<file path="config.mk">
export PLATFORM = sky130hd
export DESIGN_NAME = circuit_vector_sequencer
export DESIGN_NICKNAME = d
export VERILOG_FILES = /design/src/rtl/circuit_vector_sequencer.sv
export SDC_FILE = /design/constraint.sdc
export NUM_CORES = 1
export LEC_CHECK = 0
export BUFFER_PORTS_ARGS = -buffer_cell sky130_fd_sc_hd__buf_2
export CAP_MARGIN = 20
export CORE_ASPECT_RATIO = 0.6
export CORE_MARGIN = 1.5
export CORE_UTILIZATION = 27
export DETAILED_ROUTE_END_ITERATION = 16
export PLACE_DENSITY = 0.57
export SETUP_SLACK_MARGIN = 0.15
export SKIP_LAST_GASP = 1
export SLEW_MARGIN = 20
export SYNTH_ARGS = -nofsm -noshare
export SYNTH_HDL_FRONTEND = slang
export SYNTH_SLANG_ARGS = --single-unit
</file>
<file path="constraint.sdc">
create_clock -name clk -period 3.6 [get_ports clk]
set_clock_uncertainty 0.15 [all_clocks]
set_input_delay 0.9 -clock clk [delete_from_list [all_inputs] [get_ports clk]]
set_output_delay 0.9 -clock clk [all_outputs]
set_load 0.01 [all_outputs]
</file>
<file path="src/rtl/circuit_vector_sequencer.sv">
// -----------------------------------------------------------------------------
// circuit_vector_sequencer
//
// Sweeps a 4-input combinational circuit through an inclusive, optionally
// wrapping range of input vectors. Each vector is driven for one APPLY cycle,
// held for SETTLE cycles, and then the circuit's two outputs are sampled and
// accumulated into population counts (and, optionally, truth tables).
//
// Parameters
//   SETTLE   (1..15) wait cycles between driving a vector and sampling
//
// Ports
//   clk              sole clock, rising edge
//   reset            asynchronous, active-high reset
//   start            sweep request, honoured only in IDLE (abort has priority)
//   abort            synchronous sweep cancel, returns to IDLE next cycle
//   first, last      inclusive vector range, latched when start is accepted
//   e_in, f_in       outputs of the circuit under control
//   a, b, c, d       registered circuit inputs, vector = {a,b,c,d}, a is MSB
//   busy             high in APPLY, SETTLE and SAMPLE
//   done             one-cycle pulse at sweep completion
//   e_count, f_count number of sampled vectors with e_in=1 / f_in=1 (max 16)
//   e_tab, f_tab     captured truth tables, bit index = vector value
//
// Configuration
//   CIRCUIT_TRUTH_TABLE_EN  when defined, SAMPLE records e_in/f_in into
//                           e_tab/f_tab; otherwise both ports are tied to 0
//                           and no table storage exists.
// -----------------------------------------------------------------------------
module circuit_vector_sequencer #(
  parameter int SETTLE = 2
) (
  input  logic        clk,
  input  logic        reset,
  input  logic        start,
  input  logic        abort,
  input  logic [3:0]  first,
  input  logic [3:0]  last,
  input  logic        e_in,
  input  logic        f_in,
  output logic        a,
  output logic        b,
  output logic        c,
  output logic        d,
  output logic        busy,
  output logic        done,
  output logic [4:0]  e_count,
  output logic [4:0]  f_count,
  output logic [15:0] e_tab,
  output logic [15:0] f_tab
);

  localparam logic [2:0] S_IDLE   = 3'd0;
  localparam logic [2:0] S_APPLY  = 3'd1;
  localparam logic [2:0] S_SETTLE = 3'd2;
  localparam logic [2:0] S_SAMPLE = 3'd3;
  localparam logic [2:0] S_DONE   = 3'd4;

  logic [2:0] state;
  logic [3:0] vec;       // vector currently being swept
  logic [3:0] last_vec;  // inclusive end of the sweep
  logic [3:0] wait_cnt;  // remaining settle cycles
  logic [3:0] vec_out;   // registered drive onto {a,b,c,d}

  // A start is taken only from IDLE and only when abort is not also asserted.
  logic accept;
  // A vector's result is committed in SAMPLE unless the sweep is being aborted.
  logic sample_en;

  assign accept    = (state == S_IDLE) && start && !abort;
  assign sample_en = (state == S_SAMPLE) && !abort;

  assign {a, b, c, d} = vec_out;
  assign busy = (state == S_APPLY) || (state == S_SETTLE) || (state == S_SAMPLE);
  assign done = (state == S_DONE);

  // NOTE: sequential state uses non-blocking assignments so every register
  // samples the pre-edge values of the others, independent of statement order.
  always_ff @(posedge clk or posedge reset) begin
    if (reset) begin
      state    <= S_IDLE;
      vec      <= 4'd0;
      last_vec <= 4'd0;
      wait_cnt <= 4'd0;
      vec_out  <= 4'd0;
      e_count  <= 5'd0;
      f_count  <= 5'd0;
    end else begin
      case (state)
        S_IDLE: begin
          if (accept) begin
            vec      <= first;
            last_vec <= last;
            vec_out  <= first;
            e_count  <= 5'd0;
            f_count  <= 5'd0;
            state    <= S_APPLY;
          end
        end

        S_APPLY: begin
          if (abort) begin
            state <= S_IDLE;
          end else begin
            wait_cnt <= 4'(SETTLE);
            state    <= S_SETTLE;
          end
        end

        S_SETTLE: begin
          if (abort) begin
            state <= S_IDLE;
          end else begin
            wait_cnt <= wait_cnt - 4'd1;
            if (wait_cnt == 4'd1) state <= S_SAMPLE;
          end
        end

        S_SAMPLE: begin
          if (abort) begin
            state <= S_IDLE;
          end else begin
            // At most 16 vectors per sweep, so a 5-bit count cannot wrap.
            e_count <= e_count + {4'd0, e_in};
            f_count <= f_count + {4'd0, f_in};
            if (vec == last_vec) begin
              state <= S_DONE;
            end else begin
              // 4-bit increment wraps 15 -> 0 for ranges with first > last.
              vec     <= vec + 4'd1;
              vec_out <= vec + 4'd1;
              state   <= S_APPLY;
            end
          end
        end

        S_DONE: state <= S_IDLE;

        default: state <= S_IDLE;
      endcase
    end
  end

`ifdef CIRCUIT_TRUTH_TABLE_EN
  logic [15:0] e_tab_q;
  logic [15:0] f_tab_q;

  // NOTE: the tables are plain flops with async reset rather than a RAM, so
  // clearing them on reset and on every accepted start costs nothing extra.
  always_ff @(posedge clk or posedge reset) begin
    if (reset) begin
      e_tab_q <= 16'd0;
      f_tab_q <= 16'd0;
    end else if (accept) begin
      e_tab_q <= 16'd0;
      f_tab_q <= 16'd0;
    end else if (sample_en) begin
      e_tab_q[vec] <= e_in;
      f_tab_q[vec] <= f_in;
    end
  end

  assign e_tab = e_tab_q;
  assign f_tab = f_tab_q;
`else
  // Tables disabled: ports stay for interface compatibility, tied low.
  assign e_tab = 16'd0;
  assign f_tab = 16'd0;
`endif

endmodule

</file>
**Word-level counts from Yosys, hierarchy flattened**

Index checks and enable logic that the tools add are counted.

- Flip-flop bits (word level): 25
- Bits of input ports: 14
- Output and inout port bits: 48
- Word-level logic and storage cells: 54

- $add $sub $neg: 4
- Equal/unequal tests: 12
- Muxes and demuxes: 19
- Reduce and logical (&&, ||, !) cells: 13

Operator list:

| operator | number |
|---|---|
| 4-bit two-way mux | 5 |
| 5-bit case mux with 2 select lines | 2 |
| 4-bit case mux with 2 select lines | 2 |
| 3-bit two-way mux | 5 |
| 5-bit two-way mux | 3 |
| 3-bit case mux with 4 select lines | 1 |
| 5-bit by 1-bit adder with 5-bit output | 2 |
| 2-bit != test, second input constant | 5 |
| 3-bit by 2-bit == test with 1-bit output, second input constant | 2 |
| 3-bit AND reduction | 2 |
| 4-bit by 1-bit adder with 4-bit output, second input constant | 1 |
| 4-bit by 1-bit == test with 1-bit output, second input constant | 1 |
| 4-bit == test | 1 |
| 2-bit AND reduction | 2 |
| 4-bit AND reduction | 1 |
| 2-bit nonzero test | 2 |
| 4-bit by 1-bit subtractor with 4-bit output, second input constant | 1 |
| 3-bit by 1-bit == test with 1-bit output, second input constant | 1 |
| 3-bit == test, second input constant | 1 |
| 3-bit logical NOT | 1 |
| 3-bit by 2-bit != test with 1-bit output, second input constant | 1 |
| 1-bit logical AND | 2 |
| 1-bit logical OR | 2 |
| 2-bit two-way mux | 1 |
| 1-bit logical NOT | 1 |

**Longest topological paths before layout**

- Depth after elaboration: 5
- Depth in mapped cells: 6
- Depth with buffers taken out: 6

**Worst setup path after synthesis**

Ideal clock, no wire load.

- Path kind: input port to flip-flop
- Start: input abort
- End: register vec_out[2]
- Arrival: 1878 ps
- Slack: 1450 ps
- Stages on the path: 5
- Path buffers: 2
- Cells stage by stage: buf_2 > nor2_1 > nand3_1 > buf_2 > a32o_1

- Word-level cells in the longest chain between the ends: 4
- Elaborated cells between the ends (all ways): 5
- Classes of those cells: eq/ne: 2; reduce/logical: 3

Ends and longest elaborated chain:

| what | RTL line | RTL |
|---|---|---|
| start: declaration | 36 | `input logic abort,` |
| 1-bit logical NOT | -- |  |
| 1-bit logical AND | 70 | `assign accept = (state == S_IDLE) && start && !abort;` |
| 2-bit != test (no source line) | -- |  |
| 4-bit AND reduction (no source line) (*) | -- |  |
| end signal: assignment | 94 | `vec_out <= first;` |
| end signal: assignment | 131 | `vec_out <= vec + 4'd1;` |
| end: declaration | 63 | `logic [3:0] vec_out;` |

Mark *: on every way between the ends. The rest lies on a longest branch, timed or not.
A chain may end at the register's enable or synchronous reset.

**Worst setup path in the final report**

- Start: register state[1]
- End: output done

- Word-level cells in the longest chain between the ends: 1

Ends and longest elaborated chain:

| what | RTL line | RTL |
|---|---|---|
| start: declaration | 59 | `logic [2:0] state;` |
| start signal: assignment | 81 | `state <= S_IDLE;` |
| start signal: assignment | 97 | `state <= S_APPLY;` |
| start signal: assignment | 103 | `state <= S_IDLE;` |
| 3-bit == test | 75 | `assign done = (state == S_DONE);` |
| end: declaration | 46 | `output logic done,` |

Every way passes these cells.

==> summary.txt <==
Outcome
  – Status: complete, no violations

Critical path
  – Critical path fanouts, max: 18
  – R2R Path Start: state[1]
  – Reg2Reg Capture Point: vec_out[1]
  – Critical Path AT: about 1.4 ns
  – CP endpoint kind: primary output
  – Crit-path slowest cell: dfrtp_1
  – CP Capture Point: done
  – Reg2reg path depth: 4
  – Worst path cell trace: nor2_1, and2_1, buf_2
  – Req. time, crit path: 2.55 ns
  – Slowest stage delay, CP: 0.67 ns
  – Buf/Inv on CP: 1
  – Crit-path leading delay family: flip-flops
  – R2R Setup Slk: 1.47 ns
  – CP Launch Type: flop
  – Levels on crit path: 3
  – Crit path launch: state[1]
  – Critical path class: flop to primary output

Clock network
  – Post_cts resized: 0
  – Number of hold buffers added after cts: 0
  – TritonCTS Buffers: 3
  – Postcts setup bufs: 0
  – CTS tree: done
  – H-tree Lvls: 1
  – Worst-skew pair later-pin latency: ~0.27 ns
  – Root Driver: clkbuf_8
  – Number of clock sinks: 25
  – Clock Tree Buf Depth: 2
  – CTS clk-pin slew, worst paths: 0.09 ns

Placement
  – Port-buffer cells: 29
  – Dpl cells: 287
  – GP Congestion: ~0.75
  – Post-DP HPWL: 2.56 mm

Drt
  – Vias post-DR: 1210
  – Final wirelength: around 3.4 mm
  – Pre-Repair DR Iteration Count: 4
  – Initial DRC Count: 60
  – Via/cell ratio: 4.16
  – DR WL/cell: approximately 12 um
  – DRC viols: 0
  – Final ANT Viol Nets: 0

Floorplanning
  – Die area: 6620 um^2
  – Die width: 104 um
  – IO Pins: 62
  – # rows: 21
  – Die Y: ~64 um
  – Initial cell density of the core: 0.289
  – Placeable core area: around 5700 um^2

Yosys
  – Number of synthesized flops with an enable pin: 0
  – Synth Register Bits: 25
  – Top post-synthesis cells by area: dfrtp_1, buf_4, nand2_1
  – Post-synth cell types: 39
  – Syn Std Cell Area: 1650 um^2
  – Post-synth top area share: 0.379
  – Yosys top cell by area: dfrtp_1
  – Top_reg_cell synth: dfrtp_1
  – Post-Synthesis Cells: about 190
  – Yosys warning count: 0
  – Syn avg cell area: 8.84 um^2
  – Sequential share of the synthesized area: 0.379
  – Post-synth ARST share: 1.00

Run
  – # Max-Cap Violations: 0

Global route
  – Met2 Use GR: 0.135
  – Pin count of the biggest net entering global routing: 26
  – Global Route met1 Usage: 0.162
  – Grt met3 use: 0.0445
  – Antenna violations before repair: 0
  – Vias in the first global route: 1094
  – Grt ovf: 0
  – First-pass GRT wire length: 5.64 mm
  – Busiest grt layer: met1
  – GR Util All Layers: 0.106

Pwr
  – Final Power: 1.08 mW
  – Power Density: 606 nW/um^2
  – Cell leakage power: 0.934 nW
  – Max rail drop VDD: 0.000195 V

Timing
  – Setup Viol. Count Final: 0
  – Max-slew violation count: 0
  – Post-route minimum period: 2.46 ns
  – Final Hold Viols: 0
  – Max-slew headroom: 0.386
  – Fmax achieved: 0.406 GHz
  – RSZ-0062 raised after global routing: no
  – Worst-Margin Slew: 0.915 ns
  – Fin Hold WS: ~0.36 ns
  – Setup TNS: 0 ns
  – Final period utilization: 0.684

Cells and area
  – Layout area overhead: 7.65%
  – Util after Layout: 0.311
  – Nets: approximately 230
  – Layout cell share with drive strength beyond 1: 0.185
  – Antenna Cells: 0
  – Final Non-Filler Cells: 291

Min path
  – Hold Path Class: flop to flop
-- layout make-up --
| cell class | instances | area [um^2] |
|---|---|---|
| Fill cell | 655 | 3950 |
| Tap cell | 80 | 100 |
| Multi-Input combinational cell | 144 | 828 |
| Timing Repair Buffer | 29 | 145 |
| Inverter | 9 | 33.8 |
| Clock buffer | 3 | 41.3 |
| Sequential cell | 25 | 626 |
| Clock inverter | 1 | 5.00 |
-- state kept, by name, summed over array words and instances, names as in the netlist --
name / flops
e_count: 5
wait_cnt: 4
last_vec: 4
vec_out: 4
f_count: 5
state: 3
-- kinds of logic (layout without fill, tap and decap cells) --
| logic type | count (synthesis) | after routing | share of synthesized area |
|---|---|---|---|
| AND/OR/NAND/NOR | 68 | 68 | 0.197 |
| multiplexers | 2 | 2 | 0.0129 |
| adder cells (fa/ha/maj) | 7 | 7 | 0.0530 |
| AO/OA/AOI/OAI | 25 | 25 | 0.113 |
| XOR/XNOR | 10 | 10 | 0.0530 |
| other | 1 | 32 | 0.00227 |
| flip-flops | 25 | 25 | 0.379 |
| buffers and inverters | 49 | 42 | 0.191 |
-- layout by cell type (no fill, tap or decap), drive strengths merged, types with 2 or more instances in the layout --
| cell | synthesis | final |
|---|---|---|
| nand2 | 29 | 29 |
| a32o | 2 | 2 |
| clkbuf | 1 | 3 |
| conb | 1 | 32 |
| a21oi | 3 | 3 |
| o41ai | 2 | 2 |
| nand3 | 12 | 12 |
| dfrtp | 25 | 25 |
| inv | 9 | 8 |
| nand4 | 3 | 3 |
| a22o | 2 | 2 |
| o21ai | 7 | 7 |
| nor2 | 11 | 11 |
| ha | 7 | 7 |
| buf | 39 | 29 |
| nor3 | 5 | 5 |
| xor2 | 9 | 9 |
| clkinv | 0 | 2 |
-- stage by stage --
step | setup WS, ns | cell area (um^2)
finish | 1.14 | 1780
global route | 1.01 | 1780
CTS | 1.13 | 1780
detailed placement | 0.995 | 1730
global placement | 1.03 | 1730
floorplan | 1.45 | 1770
-- worst min-delay path by stage --
stage                     slack [ns]  cells past startpoint          end        start
after floorplan                 0.32                      2  last_vec[0]  last_vec[0]
after global placement          0.34                      2  last_vec[0]  last_vec[0]
after detailed placement        0.33                      2  last_vec[1]  last_vec[1]
after CTS                       0.36                      2  last_vec[1]  last_vec[1]
after global routing            0.39                      2  last_vec[0]  last_vec[0]
final                           0.36                      2  last_vec[1]  last_vec[1]
-- per-layer routing --
| layer | up-vias | part of all wire |
|---|---|---|
| met4 | 0 | 0.0035 |
| met1 | 561 | 0.53 |
| met3 | 2 | 0.076 |
| met5 | - | 0 |
| li1 | 614 | - |
| met2 | 33 | 0.39 |
-- cell usage after synthesis, types with 2 or more instances --
library cell,n
nor3_1,5
o21ai_0,7
buf_4,33
a32o_1,2
nand4_1,3
nand3_1,12
xor2_1,9
ha_1,7
nand2_1,29
o41ai_1,2
a21oi_1,3
a22o_1,2
buf_2,6
inv_1,9
nor2_1,10
dfrtp_1,25
-- power breakdown --
part	switching [mW]	internal, mW	total (mW)	leakage (nW)
Sequential	0.126	0.361	0.487	0.322
Combinational	0.235	0.183	0.419	0.586
Clock	0.0955	0.0775	0.173	0.0255
Total	0.457	0.621	1.08	0.934
-- worst min-delay path: cells and delay by family (launching register included) --
kind,cells,cell delay (ns)
and+or+nand+nor,2,0.12
DFF,1,0.37
Power figures use the tool's default switching activity.
